**config.mk**
```make
export PLATFORM = sky130hd
export DESIGN_NAME = guess_game_core
export DESIGN_NICKNAME = d
export VERILOG_FILES = /design/src/rtl/guess_pkg.sv /design/src/rtl/guess_walker.sv /design/src/rtl/guess_game_core.sv
export SDC_FILE = /design/constraint.sdc
export NUM_CORES = 1
export LEC_CHECK = 0
export BUFFER_PORTS_ARGS = -buffer_cell sky130_fd_sc_hd__buf_2
export CAP_MARGIN = 5
export CORE_MARGIN = 1.5
export CORE_UTILIZATION = 50
export DETAILED_ROUTE_END_ITERATION = 16
export GPL_ROUTABILITY_DRIVEN = 0
export PLACE_DENSITY = 0.75
export SYNTH_ARGS = -nofsm -noshare
export SYNTH_HDL_FRONTEND = slang
export SYNTH_HIERARCHICAL = 1
export SYNTH_SLANG_ARGS = --single-unit
```
**constraint.sdc**
```tcl
create_clock -name clk_i -period 3.52 [get_ports clk_i]
set_clock_uncertainty 0.05 [all_clocks]
set_input_delay 0.88 -clock clk_i [delete_from_list [all_inputs] [get_ports clk_i]]
set_output_delay 0.88 -clock clk_i [all_outputs]
set_load 0.01 [all_outputs]
```
**src/rtl/guess_pkg.sv**
```systemverilog
// Shared types and pattern helpers for the guess game core and its lamp walker.
package guess_pkg;

    localparam int unsigned MaxN = 16;

    typedef enum logic [1:0] {
        StPlay,
        StWin,
        StLose,
        StOver
    } guess_state_t;

    function automatic logic [MaxN-1:0] onehot(input int unsigned idx, input int unsigned n);
        logic [MaxN-1:0] v;
        v = '0;
        for (int unsigned i = 0; i < MaxN; i++) begin
            if (i < n && i == idx) v[i] = 1'b1;
        end
        return v;
    endfunction

    // Inner lamps lit, both end lamps dark.
    function automatic logic [MaxN-1:0] lose_pattern(input int unsigned n);
        logic [MaxN-1:0] v;
        v = '0;
        for (int unsigned i = 0; i < MaxN; i++) begin
            if (i >= 1 && i + 1 < n) v[i] = 1'b1;
        end
        return v;
    endfunction

endpackage

```
**src/rtl/guess_walker.sv**
```systemverilog
// Lamp position counter: wraps N-1 -> 0, or bounces end to end when GUESS_PINGPONG_EN is defined.
module guess_walker #(
    parameter int unsigned N  = 4,
    parameter int unsigned PW = $clog2(N)
) (
    input  logic          clk_i,
    input  logic          reset_i,
    input  logic          step_i,
    input  logic          restart_i,
    output logic [PW-1:0] pos_o
);

    localparam logic [PW-1:0] Last = PW'(N - 1);

    logic [PW-1:0] pos_q, pos_d;

`ifdef GUESS_PINGPONG_EN
    logic dir_up_q, dir_up_d;

    always_comb begin
        pos_d    = pos_q;
        dir_up_d = dir_up_q;
        if (restart_i) begin
            pos_d    = '0;
            dir_up_d = 1'b1;
        end else if (step_i) begin
            if (dir_up_q) begin
                if (pos_q == Last) begin
                    dir_up_d = 1'b0;
                    pos_d    = pos_q - PW'(1);
                end else begin
                    pos_d = pos_q + PW'(1);
                end
            end else begin
                if (pos_q == '0) begin
                    dir_up_d = 1'b1;
                    pos_d    = PW'(1);
                end else begin
                    pos_d = pos_q - PW'(1);
                end
            end
        end
    end

    always_ff @(posedge clk_i) begin
        if (reset_i) begin
            pos_q    <= '0;
            dir_up_q <= 1'b1;
        end else begin
            pos_q    <= pos_d;
            dir_up_q <= dir_up_d;
        end
    end
`else
    always_comb begin
        pos_d = pos_q;
        if (restart_i) begin
            pos_d = '0;
        end else if (step_i) begin
            pos_d = (pos_q == Last) ? '0 : pos_q + PW'(1);
        end
    end

    always_ff @(posedge clk_i) begin
        if (reset_i) pos_q <= '0;
        else         pos_q <= pos_d;
    end
`endif

    assign pos_o = pos_q;

endmodule

```
**src/rtl/guess_game_core.sv**
```systemverilog
// Reaction guessing game: lamp walks over N channels, hits score, misses cost lives.
// Lamp motion is bouncing when GUESS_PINGPONG_EN is defined, wrapping otherwise.
module guess_game_core
    import guess_pkg::*;
#(
    parameter int unsigned N       = 4,
    parameter int unsigned SCORE_W = 4,
    parameter int unsigned LIVES   = 3,
    localparam int unsigned LW     = $clog2(LIVES + 1),
    localparam int unsigned PW     = $clog2(N)
) (
    input  logic               clk_i,
    input  logic               reset_i,
    input  logic               en_i,
    input  logic [N-1:0]       b_i,
    output logic [N-1:0]       y_o,
    output logic               win_o,
    output logic               lose_o,
    output logic               game_over_o,
    output logic [SCORE_W-1:0] score_o,
    output logic [LW-1:0]      lives_left_o
);

    guess_state_t       state_q;
    logic [SCORE_W-1:0] score_q;
    logic [LW-1:0]      lives_q;
    logic [PW-1:0]      pos;
    logic [N-1:0]       lamp;
    logic               b_none, b_all, step, restart;

    assign lamp   = N'(onehot(32'(pos), N));
    assign b_none = (b_i == '0);
    assign b_all  = (b_i == '1);
    assign step   = en_i && (state_q == StPlay) && b_none;
    assign restart = en_i && ((((state_q == StWin) || (state_q == StLose)) && b_none) ||
                              ((state_q == StOver) && b_all));

    guess_walker #(
        .N  (N),
        .PW (PW)
    ) u_walker (
        .clk_i     (clk_i),
        .reset_i   (reset_i),
        .step_i    (step),
        .restart_i (restart),
        .pos_o     (pos)
    );

    always_ff @(posedge clk_i) begin
        if (reset_i) begin
            state_q <= StPlay;
            score_q <= '0;
            lives_q <= LW'(LIVES);
        end else if (en_i) begin
            unique case (state_q)
                StPlay: begin
                    if (b_i == lamp) begin
                        state_q <= StWin;
                        if (score_q != '1) score_q <= score_q + SCORE_W'(1);
                    end else if (!b_none) begin
                        lives_q <= lives_q - LW'(1);
                        state_q <= (lives_q == LW'(1)) ? StOver : StLose;
                    end
                end
                StWin, StLose: begin
                    if (b_none) state_q <= StPlay;
                end
                StOver: begin
                    if (b_all) begin
                        state_q <= StPlay;
                        score_q <= '0;
                        lives_q <= LW'(LIVES);
                    end
                end
            endcase
        end
    end

    // Moore decode: outputs depend on state and pos only.
    always_comb begin
        y_o         = '0;
        win_o       = 1'b0;
        lose_o      = 1'b0;
        game_over_o = 1'b0;
        unique case (state_q)
            StPlay: y_o = lamp;
            StWin: begin
                y_o   = '1;
                win_o = 1'b1;
            end
            StLose: begin
                y_o    = N'(lose_pattern(N));
                lose_o = 1'b1;
            end
            StOver: begin
                lose_o      = 1'b1;
                game_over_o = 1'b1;
            end
        endcase
    end

    assign score_o      = score_q;
    assign lives_left_o = lives_q;

endmodule

```
# --- Word-level counts from Yosys, hierarchy flattened ---
# Index checks and enable logic that the tools add are counted.
op_classes:
  eq_ne: 18
  add_sub_neg: 3
  n_reduce_logical: 17
  muxes: 23
ops:
  columns: ["cell", "count"]
  rows:
  - ["two-way mux 2 bit", 8]
  - ["two-way mux 4 bit", 3]
  - ["case mux 4 bit (3 select lines)", 1]
  - ["AND reduction 5 bit", 2]
  - ["two-way mux 1 bit", 8]
  - ["inequality test 2 bit (second input constant)", 4]
  - ["case mux 4 bit (2 select lines)", 1]
  - ["equality test 2 bit (second input constant)", 3]
  - ["case mux 2 bit (3 select lines)", 1]
  - ["OR reduction 2 bit", 3]
  - ["logical AND 1 bit", 5]
  - ["adder 4 x 1 -> 4 bit (second input constant)", 1]
  - ["equality test 2 x 1 -> 1 bit (second input constant)", 2]
  - ["equality test 2 bit (first input constant)", 2]
  - ["equality test 4 bit", 1]
  - ["equality test 4 bit (second input constant)", 1]
  - ["zero test 2 bit", 2]
  - ["zero test 4 bit", 1]
  - ["inequality test 2 x 1 -> 1 bit (second input constant)", 2]
  - ["inequality test 4 bit (second input constant)", 1]
  - ["case mux 2 bit (2 select lines)", 1]
  - ["AND reduction 4 bit", 1]
  - ["inequality test 3 x 2 -> 1 bit (second input constant)", 1]
  - ["adder 2 x 1 -> 2 bit (second input constant)", 1]
  - ["other kinds (4)", 5]
totals:
  in_bits: 7
  regBits: 10
  wordCells: 65
  out_inout_bits: 13

# --- Longest topological paths before layout ---
depth:
  depth_word: 6
  mapped_depth: 7
  depth_no_buf: 6

# --- By module ---
# The synthesis kept the hierarchy.
by_module_without_submodules:
  columns: ["mod", "area_per_inst_um2", "n_inst", "cells_per_inst"]
  rows:
  - ["guess_game_core", 764.5, 1, 94]
  - ["guess_walker", 95.1, 1, 8]

# --- Least setup slack after synthesis ---
# No wires, ideal clock.
synth_timing:
  kind: "register to output"
  from: "reg state_q[0]"
  to: "out y_o[0]"
  path_stages_with_launch: 6
  arrival_time_ns: 1.254
  n_path_buf: 1
  required_ns: 2.590
  slack_ns: 1.336
  cell_sequence: "dfxtp_1 > inv_1 > ha_1 > clkbuf_1 > nand2_1 > o31ai_1"
synth_via:
  elab_chain_len: 2
  word_cells_on_any_way: 4
  classes_between: "eq/ne (2); mux (1); reduce/logical (1)"
synth_rtl:
  columns: ["item", "line", "source"]
  rows:
  - ["from (decl)", "guess_game_core.sv:24", "guess_state_t state_q;"]
  - ["from (signal assigned)", "guess_game_core.sv:51", "state_q <= StPlay;"]
  - ["from (signal assigned)", "guess_game_core.sv:58", "state_q <= StWin;"]
  - ["from (signal assigned)", "guess_game_core.sv:62", "state_q <= (lives_q == LW'(1)) ? StOver : StLose;"]
  - ["equality test 2 bit (tied with other cells)", "guess_game_core.sv:85", "unique case (state_q)"]
  - ["case mux 4 bit (3 select lines) *", "guess_game_core.sv:85", null]
  - ["to (decl)", "guess_game_core.sv:16", "output logic [N-1:0] y_o,"]
# Mark *: on every way between the ends. The rest lies on a longest branch, timed or not.

# --- Final worst setup path ---
# Same ends and word-level chain as after synthesis.

==> metrics.txt <==
status finished clean; pin count of the biggest net entering global routing 14; Via-to-Cell Ratio between 5 and 6; n_diodes 0; residual DRC count 0; RSZ-0062 raised after global routing false; Psw 0.104 mW; share of layout cells above drive strength 1 0.287; # port buffers 19; row cnt 14; Worst path max stage delay 0.37 ns; Core Area ~0.0016 mm^2; Max Freq just under 400 MHz; Gate Count Post-Synth a little over 100; biggest area consumer among synthesized cells dfxtp_1; Sw Ratio 0.317; final hold violation count 0; Netlist cell types 39; layout filler cell count approximately 150; Total Power 0.327 mW; final net count around 140; antenna-violating nets left 0; TritonCTS buffer count 3; Global Route Usage Sum 0.218; worst-margin pin slew ~0.43 ns; post-synth top area share 0.233; global route hottest layer met2; Starting Density 0.551; WHS Path Cells 1; required time of the critical path 2.59 ns; cell breakdown of the critical path inv_1 > ha_1 > nand2_1 > o31ai_1 > buf_2; I/O pin count 20; Root Driver clkbuf_4; Synthesized Nets approximately 120; Post-Layout Inst Area ~990 um^2; initial antenna violation count 0; non-filler cells in the finished layout between 100 and 150; clock network power share 0.321; WL/cell about 14 um; crit path launch type register; vias in the first global route just under 800; Lkg Pwr 0.436 nW; worst r2r dst lives_left_o[0]; DR vias ~800; relative slew slack 0.708; clk buf depth 2; Final period util 0.725; wire length of the first global-routing pass around 3200 um; clock latency on the worst-skew pair ~0.27 ns; internal power between 0.2 and 0.25 mW; grt total ovfl 0; hold path startpoint lives_left_o[1]; GR Util met3 0.0367; post-route setup TNS 0 ns; placed insts 134; Reg clk slew, reported paths 0.07 ns; Yosys reg bits 10; CP max-delay cell dfxtp_1; cell family with most CP delay flip-flops; fin crit period roughly 2.6 ns; sequential fraction of design power 0.392; cts hold-fix bufs 0; final wirelength 1860 um; fin. max-slew vios 0; crit path kind reg -> out; sequential area share after synthesis 0.233; DIE WIDTH between 40 and 50 um; CTS tree built; Die Y ~44 um; Crit. End Element primary output; PwrDens between 300 and 400 mW/mm^2; Worst Path Buf+Inv 2; hold path endpoint lives_left_o[1]; met2 usage 0.388; synth warn 6; worst path arrival time between 1.5 and 2 ns; final setup violating endpoints 0; Worst R2R Start state_q[0]; H-Tree Depth 1; post_cts resized 0; R2R setup slack 1.64 ns; max_cap viols 0; synth-to-layout area growth 15.4%; Placed Area approximately 960 um^2; path category of the worst min-delay check reg -> reg; first-pass detailed-route iteration total 6; met1 Use GR 0.249; Comb pwr share 0.286; crit-path max FO 10; largest cells by area after synthesis dfxtp_1 (23%), ha_1 (13%), inv_1 (4.4%); Worst VDD drop about 0.26 mV; worst reg2reg path depth 6; CTS sink cnt 10; Die ar. between 0.0015 and 0.002 mm^2; hpwl dp 1460 um; Post-Syn Area between 800 and 900 um^2; Mean Syn Cell Area 8.43 um^2; setup bufs post-CTS 0; initial DRC count 17
## area by class of cell
cell class	count	area [um^2]	area share
Multi-Input combinational cell	79	603	0.608
Inverter	10	37.5	0.0378
Tap cell	16	20.0	0.0202
Timing Repair Buffer	19	95.1	0.0958
Clock buffer	4	36.3	0.0366
Sequential cell	10	200	0.202
## registers in the layout, indices dropped and copies added, names as in the netlist
name / flops
score_o: 4
u_walker/pos_o: 2
lives_left_o: 2
state_q: 2
## power groups by stage
stage	clock network (mW)	registers, mW	logic, mW
2_1_floorplan	0	0.132	0.0605
3_3_place_gp	0	0.130	0.0895
3_5_place_dp	0	0.131	0.0931
4_1_cts	0.107	0.128	0.0943
5_1_grt	0.110	0.130	0.105
6_report	0.105	0.128	0.0938
## per-layer routing
layer / vias up / routed length [um]
met5: - / 0
met4: 0 / 15
li1: 412 / -
met3: 4 / 64
met2: 16 / 920
met1: 377 / 864
## through the flow
stage / hold WS [ns] / utilization / worst slack [ns]
final: 0.462 / 0.636 / 0.966
after floorplan: 0.430 / - / 1.34
after global routing: 0.491 / 0.636 / 0.804
after global placement: 0.418 / 0.613 / 1.21
after detailed placement: 0.444 / 0.613 / 1.16
after CTS: 0.463 / 0.636 / 0.946
## cell usage after synthesis
cell,n
dfxtp_1,10
inv_1,10
ha_1,9
nand2_1,9
a21oi_1,5
a31oi_1,4
nand3_1,4
nor2_1,4
mux2i_1,3
nand2b_1,3
nor2b_1,3
nor3b_1,3
a32oi_1,2
clkbuf_1,2
nor3_1,2
nor4_1,2
o21ai_2,2
o31ai_1,2
o31ai_2,2
or2_2,2
a211oi_2,1
a22oi_1,1
and2_4,1
and3_1,1
and3b_1,1
and4_1,1
buf_6,1
mux2_2,1
nand3b_1,1
nand4_1,1
nand4b_1,1
nor4b_2,1
o2111ai_1,1
o2111ai_2,1
o21a_1,1
o21ai_1,1
o21ai_4,1
o22a_1,1
or3b_1,1
## worst max-delay path by stage
| stage | slack (ns) | depth (start not counted) | from | endpoint |
|---|---|---|---|---|
| 3_5_place_dp | 1.16 | 5 | b_i[0] | u_walker/pos_o[0] |
| 6_report | 0.97 | 5 | state_q[0] | y_o[0] |
| 3_3_place_gp | 1.21 | 5 | b_i[0] | u_walker/pos_o[0] |
| 2_1_floorplan | 1.34 | 5 | state_q[0] | y_o[0] |
| 4_1_cts | 0.95 | 5 | state_q[0] | y_o[0] |
| 5_1_grt | 0.80 | 5 | state_q[0] | y_o[0] |
## cell usage in the layout (no fill, tap or decap), types with 4 or more instances in the layout
cell type	n
nor2_1	4
nand2_1	9
buf_2	19
dfxtp_1	10
a31oi_1	4
ha_1	9
nand3_1	4
inv_1	10
a21oi_1	5
## cell families (layout without fill, tap and decap cells)
group           after synthesis  count (layout)  share of synthesized area
buf+inv                      13              33                     0.0655
mux                           4               4                     0.0480
fa+ha+maj                     9               9                      0.131
simple gates                 41              41                      0.282
compound gates               25              25                      0.240
flops                        10              10                      0.233
No activity file was read; power rests on OpenSTA's default activity.
